$ cat config.mk
export PLATFORM = sky130hd
export DESIGN_NAME = ysyx_22050039_ifu_fetch
export DESIGN_NICKNAME = d
export VERILOG_FILES = /design/src/rtl/ysyx_22050039_ifu_fetch.sv
export SDC_FILE = /design/constraint.sdc
export NUM_CORES = 1
export LEC_CHECK = 0
export ABC_AREA = 1
export BUFFER_PORTS_ARGS = -buffer_cell sky130_fd_sc_hd__buf_4
export CAP_MARGIN = 20
export CORE_MARGIN = 3
export CORE_UTILIZATION = 43
export DETAILED_ROUTE_END_ITERATION = 8
export PLACE_DENSITY = 0.64
export SLEW_MARGIN = 20
export SYNTH_ARGS = -nofsm -noshare
export SYNTH_HDL_FRONTEND = slang
export SYNTH_SLANG_ARGS = --single-unit
$ cat constraint.sdc
create_clock -name clk -period 3 [get_ports clk]
set_input_delay 0.15 -clock clk [delete_from_list [all_inputs] [get_ports clk]]
set_output_delay 0.15 -clock clk [all_outputs]
set_load 0.005 [all_outputs]
$ cat src/rtl/ysyx_22050039_ifu_fetch.sv
// ysyx_22050039_ifu_fetch: PC, single-outstanding imem fetch, instruction FIFO to decode; YSYX_22050039_IFU_PERF_EN adds perf counters
module ysyx_22050039_ifu_fetch #(
  parameter int XLEN = 64,
  parameter int INST_LEN = 32,
  parameter logic [XLEN-1:0] RESET_PC = 64'h8000_0000,
  parameter int DEPTH = 2
) (
  input  logic                clk,
  input  logic                rst,
  output logic                imem_req_valid,
  input  logic                imem_req_ready,
  output logic [XLEN-1:0]     imem_addr,
  input  logic                imem_rsp_valid,
  input  logic [INST_LEN-1:0] imem_rsp_data,
  output logic                inst_valid,
  input  logic                inst_ready,
  output logic [INST_LEN-1:0] inst,
  output logic [XLEN-1:0]     inst_pc,
`ifdef YSYX_22050039_IFU_PERF_EN
  output logic [31:0]         perf_fetch_cnt,
  output logic [31:0]         perf_drop_cnt,
`endif
  input  logic                redirect_valid,
  input  logic [XLEN-1:0]     redirect_pc
);
  localparam int PW = $clog2(DEPTH);
  localparam int CW = $clog2(DEPTH + 1);
  typedef enum logic [1:0] {REQ, WAIT, DROP} state_t;
  state_t state, state_n;
  logic [XLEN-1:0] pc, fetch_pc;
  logic [CW-1:0] count;
  logic [PW-1:0] head, tail;
  logic [INST_LEN-1:0] mem_inst [DEPTH];
  logic [XLEN-1:0] mem_pc [DEPTH];
  logic full, req_fire, push, pop, drop;
  assign full = count == CW'(DEPTH);
  assign inst_valid = count != '0;
  assign inst = mem_inst[head];
  assign inst_pc = mem_pc[head];
  assign imem_addr = pc;
  assign req_fire = imem_req_valid && imem_req_ready;
  assign pop = inst_valid && inst_ready && !redirect_valid;
  // request gating, response routing (keep or discard) and next fetch state
  always_comb begin
    imem_req_valid = state == REQ && rst && !full && !redirect_valid;
    push = state == WAIT && imem_rsp_valid && !redirect_valid;
    drop = imem_rsp_valid && (state == DROP || (state == WAIT && redirect_valid));
    state_n = state == REQ ? (req_fire ? WAIT : REQ) :
              state == WAIT ? (imem_rsp_valid ? REQ : redirect_valid ? DROP : WAIT) :
              (imem_rsp_valid ? REQ : DROP);
  end
  // PC, fetch state and FIFO; a redirect flushes the FIFO and cancels any push/pop
  always_ff @(posedge clk or negedge rst) begin
    if (!rst) begin
      state <= REQ;
      pc <= RESET_PC;
      fetch_pc <= '0;
      count <= '0;
      head <= '0;
      tail <= '0;
      for (int i = 0; i < DEPTH; i++) begin
        mem_inst[i] <= '0;
        mem_pc[i] <= '0;
      end
    end else begin
      state <= state_n;
      pc <= redirect_valid ? redirect_pc & ~XLEN'(3) : req_fire ? pc + XLEN'(4) : pc;
      if (req_fire) fetch_pc <= pc;
      count <= redirect_valid ? '0 : count + CW'(push) - CW'(pop);
      head <= redirect_valid ? '0 : pop ? head + PW'(1) : head;
      tail <= redirect_valid ? '0 : push ? tail + PW'(1) : tail;
      if (push) begin
        mem_inst[tail] <= imem_rsp_data;
        mem_pc[tail] <= fetch_pc;
      end
    end
  end
`ifdef YSYX_22050039_IFU_PERF_EN
  // counts of buffered and discarded responses, wrapping at 2^32
  always_ff @(posedge clk or negedge rst) begin
    if (!rst) begin
      perf_fetch_cnt <= '0;
      perf_drop_cnt <= '0;
    end else begin
      perf_fetch_cnt <= perf_fetch_cnt + 32'(push);
      perf_drop_cnt <= perf_drop_cnt + 32'(drop);
    end
  end
`endif
endmodule

==> out/metrics.cfg, run 1 <==
[die]
die_area_um2=38800
ioPinCount=264
initial_core_util_pct=43.9
fp.coreArea_um2=35700
row_count=69
dieHeight_um=197
die_w_um=197

[synth]
syn_area_um2=15700
yosysUniqueCellTypes=30
ys_warn_count=0
synth_top_family_by_area=simple AND/OR/NAND/NOR gates
synthAdderAreaFrac_pct=0.239
synthXorXnorAreaFrac_pct=0.446
synth_seq_cells=318
synth-compound-area-share_pct=13.0
muxShareOfSynthArea_pct=0
syn_inst=2114
synth_simple_gate_area_share_pct=25.1
avgSynthCellArea_um2=7.42
ys_seq_area_share_pct=50.7

[sta]
finalHoldViolCount=0
maxSlewViolCount=0
setup_viol=0
post-route-period-util_pct=73.3
setup_ws_ns=0.802
clock_skew_ns=0.0148
relSlewSlack_pct=39.1
finalCriticalPeriod_ns=2.20
whs_ns=0.0164
max_freq_mhz=455
worst_pin_slew_ns=0.914
finalSetupTns_ns=0
rsz0062_at_grt=false

[flow_run]
max_cap_violations=0

[cells_and_area]
stdcell_area_um2=19900
fin_cells=2904
final_util_pct=55.8
fin_nets=2527
syn2layout_area_growth_pct=27.0
drive_gt1_share_pct=14.1
seq_area_um2=7960
multiInputGateArea_um2=6110
num_antenna_cells=0
num-fill-cells=3417

[place]
io_buffers=257
place_congestion=0.892
dp.final_hpwl_mm=34.0
place_worst_setup_slack_ns=0.895
dp.cells=2753
postPlaceCellArea_um2=18000

[global_route]
grt_pass1_wl_mm=75.4
grt_usage_pct=24.5
grt_start_max_net_pins=173
grt-ovfl-total=0
antenna_found_initial=0
grt_pass1_vias=13700

[worst_setup_path]
path_depth=5
critPathBufInv=3
endpoint_kind=output pin
critPathLaunchType=flip-flop
r2r_cells=8
crit_path_top_delay_cell=dfrtp_1
crit_family=buffers and inverters
slowest_delay_ns=0.39
crit_chain=inv_4 -> buf_12 -> nand2_1 -> o21ai_0 -> buf_4
required_ns=2.85
arrival_ns=2.05
critPathKind=flip-flop to output pin
critPathMaxFanout=61

[routing]
first_pass_iters=5
wirelength_mm=47.7
wl_per_cell_um=16.4
via_per_inst=4.96
postRouteAntennaNets=0
drc_errors=0
vias=14400
drtIter0Drc=1136

[power_and_ir_drop]
peakVddDrop_v=0.000387
power_density_nw_per_um2=645
p_leak_nw=10.2
power_mw=12.9

[hold_path]
whs_path_depth=4
min_path_type=input port to flip-flop

[clock_network]
cts_buffers=36
htreeDepth=2
cts_root_buffer=clkbuf_16
cts_tree=built
clk_pin_slew_ns=0.06
clk_latency_ns=0.52
clockBufferDepth=3
cts_sinks=318

[run_status]
status=finished, final reports clean

worst reg2reg max path: cells and delay by family (launching register included):
family,cells,cell delay (ns)
DFF,1,0.44
AOI/OAI and AO/OA,1,0.25
and+or+nand+nor,5,0.84
buffers and inverters,1,0.19
adders and majority gates,1,0.22
kinds of logic after synthesis:
group,after synthesis
AO/OA/AOI/OAI,402
XOR/XNOR,8
adder cells (fa/ha/maj),3
buffers and inverters,413
flip-flops,318
other,1
AND/OR/NAND/NOR,969
final timing paths:
check / startpoint / to / slack [ns]
max: head / inst_pc[43] / 0.80
min: redirect_pc[38] / imem_addr[38] / 0.02
max reg2reg: imem_addr[3] / imem_addr[44] / 0.92
min reg2reg: fetch_pc[62] / mem_pc[62] / 0.47
max in group asynchronous: rst / fetch_pc[11] / 1.31
min in group asynchronous: rst / mem_pc[62] / 0.10
power breakdown:
| group | leakage (nW) | internal, mW | switching [mW] | total (mW) |
|---|---|---|---|---|
| Clock | 0.524 | 2.34 | 1.72 | 4.05 |
| Combinational | 6.06 | 1.48 | 1.55 | 3.04 |
| Sequential | 3.63 | 5.18 | 0.599 | 5.77 |
| Total | 10.2 | 9.00 | 3.87 | 12.9 |
registers in the layout, summed over array words and instances, names as in the netlist:
| name | count |
|---|---|
| tail | 1 |
| head | 1 |
| state | 2 |
| mem_inst | 64 |
| mem_pc | 124 |
| count | 2 |
| fetch_pc | 62 |
| imem_addr | 62 |
synthesized netlist by cell type:
cell type	instances	area (um2)
nand2_1	641	2410
o21ai_0	332	1660
dfrtp_1	317	7930
inv_1	310	1160
nor2_1	174	653
nand3_1	114	571
clkbuf_1	48	180
a21oi_1	33	165
buf_2	33	165
o21ai_1	27	135
nand3b_1	16	120
buf_4	13	97.6
o211ai_1	10	75.1
xor2_1	7	61.3
nand4_1	6	37.5
nand2_2	5	31.3
nor2_2	5	31.3
buf_1	3	11.3
ha_1	3	37.5
inv_2	3	11.3
buf_6	2	22.5
nand3_2	2	20.0
nor2_4	2	22.5
or2_2	2	12.5
clkinv_1	1	3.75
conb_1	1	3.75
dfstp_2	1	26.3
nor2_8	1	20.0
nor3b_1	1	7.51
xnor2_1	1	8.76
routing by layer:
layer	share of wire, %	vias up	GRT usage (%)
li1	-	7188	-
met1	46	6701	35.4
met3	6.5	84	4.01
met5	0	-	0
met4	2.7	0	6.41
met2	45	436	38.6
final cells by class:
cell class                      instances  area share [%]
Inverter                              314            5.92
Sequential cell                       318            39.9
Clock buffer                           52            5.07
Multi-Input combinational cell       1386            30.6
Tap cell                              461            2.89
Timing Repair Buffer                  366            15.3
Clock inverter                          7           0.270
placed cells by master (no fill, tap or decap), types with 3 or more instances in the layout:
cell type / count
xor2_1: 7
o21ai_1: 27
nand3b_1: 16
nor2_2: 5
inv_2: 3
clkbuf_16: 36
clkbuf_8: 5
inv_1: 310
ha_1: 3
nor2_1: 174
dlygate4sd3_1: 92
nand2_2: 5
conb_1: 4
buf_4: 268
buf_12: 5
o21ai_0: 332
nand2_1: 641
a21oi_1: 33
clkbuf_1: 11
clkinv_2: 4
o211ai_1: 10
dfrtp_1: 317
nand4_1: 6
nand3_1: 114
timing repair:
| action | 4_1_cts | 5_1_grt |
|---|---|---|
| setup buffers | 0 | 0 |
| gates resized for setup | 0 | 0 |
| hold endpoints to repair | 156 | 0 |
| hold buffers | 92 | 0 |
(Power assumes the default switching activity.)
==> inputs of run 2 (changes only) <==
==> constraint.sdc (replaced) <==
create_clock -name clk -period 2.26 [get_ports clk]
set_input_delay 0.113 -clock clk [delete_from_list [all_inputs] [get_ports clk]]
set_output_delay 0.113 -clock clk [all_outputs]
set_load 0.005 [all_outputs]
==> run 2 against run 1 <==
Net effect: sequential power is 33% higher; wire length is 1.5% lower; global-route usage is 0.16 points lower; core utilization is 1.1 points higher; worst setup slack worse by 0.54 ns; largest cell class unchanged; critical path type unchanged; largest power group unchanged; cell count is 1.1% higher; register-to-register slack worse by 0.62 ns.
==> out/metrics.cfg, run 2 (synthesis gave the netlist of run 1 again) <==
[run_status]
status=finished, final reports clean  ; unchanged

[clock_network]
cts_resized=0  ; unchanged
clockBufferDepth=3  ; unchanged
htreeDepth=2  ; unchanged
cts_sinks=318  ; unchanged
clk_latency_ns=0.53  ; was 0.52 ns
cts_buffers=37  ; was 36
cts_root_buffer=clkbuf_16  ; unchanged
cts_tree=built  ; unchanged
clk_pin_slew_ns=0.06  ; about the same

[sta]
max_freq_mhz=499
setup_viol=0  ; unchanged
worst_pin_slew_ns=0.879  ; was 0.914 ns
finalHoldViolCount=0  ; unchanged
finalCriticalPeriod_ns=2.00
rsz0062_at_grt=false  ; unchanged
post-route-period-util_pct=88.6
relSlewSlack_pct=41.4  ; was 39.1%
finalSetupTns_ns=0  ; unchanged
maxSlewViolCount=0  ; unchanged
clock_skew_ns=0.0149  ; was 0.0148 ns

[cells_and_area]
layout_commonest_cell=nand2_1  ; unchanged
largest_registers=mem_pc x124, mem_inst x64  ; unchanged
syn2layout_area_growth_pct=29.6  ; was 27.0%
multiInputGateArea_um2=6110  ; unchanged
layout_common_cells=641 x nand2_1, 332 x o21ai_0, 317 x dfrtp_1  ; unchanged
final_util_pct=56.9  ; was 55.8%
max_flop_register=mem_pc  ; unchanged
stdcell_area_um2=20300  ; was 19,900 um2
num_antenna_cells=0  ; unchanged
largest_reg_flops=124  ; unchanged
num-fill-cells=3356  ; was 3,417
drive_gt1_share_pct=15.0  ; was 14.1%
seq_area_um2=7960  ; unchanged
fin_nets=2552  ; was 2,527

[worst_setup_path]
critPathMaxFanout=68  ; was 61
crit_family=buffers and inverters  ; unchanged
critPathKind=flip-flop to output pin  ; unchanged
required_ns=2.15  ; was 2.85 ns
crit_path_top_delay_cell=dfrtp_1  ; unchanged
endpoint_kind=output pin  ; unchanged
slowest_delay_ns=0.39  ; about the same
crit_chain=inv_4 -> buf_12 -> nand2_1 -> o21ai_0 -> buf_4  ; unchanged
arrival_ns=1.89  ; was 2.05 ns
critPathLaunchType=flip-flop  ; unchanged
critPathBufInv=3  ; unchanged

[die]
row_count=69  ; unchanged
die_area_um2=38800  ; unchanged
die_w_um=197  ; unchanged
dieHeight_um=197  ; unchanged
ioPinCount=264  ; unchanged
fp.coreArea_um2=35700  ; unchanged
initial_core_util_pct=43.9  ; unchanged

[power_and_ir_drop]
power_density_nw_per_um2=870  ; was 645 nW/um2
p_leak_nw=10.4  ; was 10.2 nW
power_mw=17.7  ; was 12.9 mW
peakVddDrop_v=0.000455  ; was 0.000387 V

[global_route]
grt_usage_pct=24.3  ; was 24.5%
grt-ovfl-total=0  ; unchanged
antenna_found_initial=0  ; unchanged
grt_pass1_vias=14200  ; was 13,700
grt_start_max_net_pins=146  ; was 173
grt_pass1_wl_mm=75.5  ; was 75.4 mm

[routing]
wirelength_mm=47.0  ; was 47.7 mm
drc_errors=0  ; unchanged
vias=14400  ; about the same
first_pass_iters=5  ; unchanged
wl_per_cell_um=16.0  ; was 16.4 um
drtIter0Drc=989  ; was 1,136
via_per_inst=4.92  ; was 4.96
postRouteAntennaNets=0  ; unchanged

[place]
place_congestion=0.973  ; was 0.892
postPlaceCellArea_um2=18100  ; was 18,000 um2
io_buffers=257  ; unchanged
dp.final_hpwl_mm=33.9  ; was 34.0 mm

[hold_path]
min_path_type=input port to flip-flop  ; unchanged

[flow_run]
max_cap_violations=0  ; unchanged

[run 2: cell types whose count changed in the layout (fill, tap and decap cells not counted), sizes merged]
cell | before | now
clkinvlp | 0 | 3
bufinv | 0 | 2
dlygate4sd3 | 92 | 99
buf | 274 | 291
clkbuf | 52 | 54
[run 2: worst paths after layout]
check                                from  cells after the start  slack, ns       endpoint
hold reg to reg              fetch_pc[55]                      2       0.48     mem_pc[55]
hold / removal             imem_req_ready                      3        0.1   fetch_pc[38]
setup reg to reg             imem_addr[3]                      8       0.30  imem_addr[52]
min in group asynchronous             rst                      3       0.31    mem_pc[100]
max in group asynchronous             rst                      4       0.83  imem_addr[19]
setup / recovery                     head                      5       0.26     inst_pc[7]
[run 2: repair_timing]
item	in CTS	in global routing
hold buffers	99	0
endpoints found under the hold margin	395	0
buffers inserted	0	0
[run 2: final cells by class]
cell class	instances	share of cell area (%)
Clock buffer	54	5.42
Inverter	314	5.81
Sequential cell	318	39.1
Clock inverter	12	0.615
Multi-Input combinational cell	1386	30.0
Timing Repair Buffer	390	16.1
Tap cell	461	2.84
[run 2: metal layers]
metal / track usage, % / part of all wire [%] / vias up
li1: - / - / 7254
met1: 34.7 / 47 / 6747
met2: 38.4 / 45 / 366
met3: 3.67 / 5.3 / 82
met4: 8.03 / 3.4 / 0
met5: 0 / 0 / -
[run 2: stage by stage]
step,cells,setup slack (ns),hold WS (ns)
after floorplan,2117,0.654,-0.183
after global placement,2770,0.324,-0.0789
after detailed placement,2770,0.321,-0.0754
after CTS,2935,0.241,0.103
after global routing,2935,0.0677,0.111
final,2935,0.257,0.0983
[run 2: tightest hold or removal path: stages]
cell and delay (ns):
buf_4 0.12, nand3_4 0.23, a21oi_1 0.10
[run 2: power breakdown]
part,switching [mW],internal [mW]
registers,0.799,6.87
logic,2.06,2.00
clock network,2.35,3.62
total,5.21,12.5
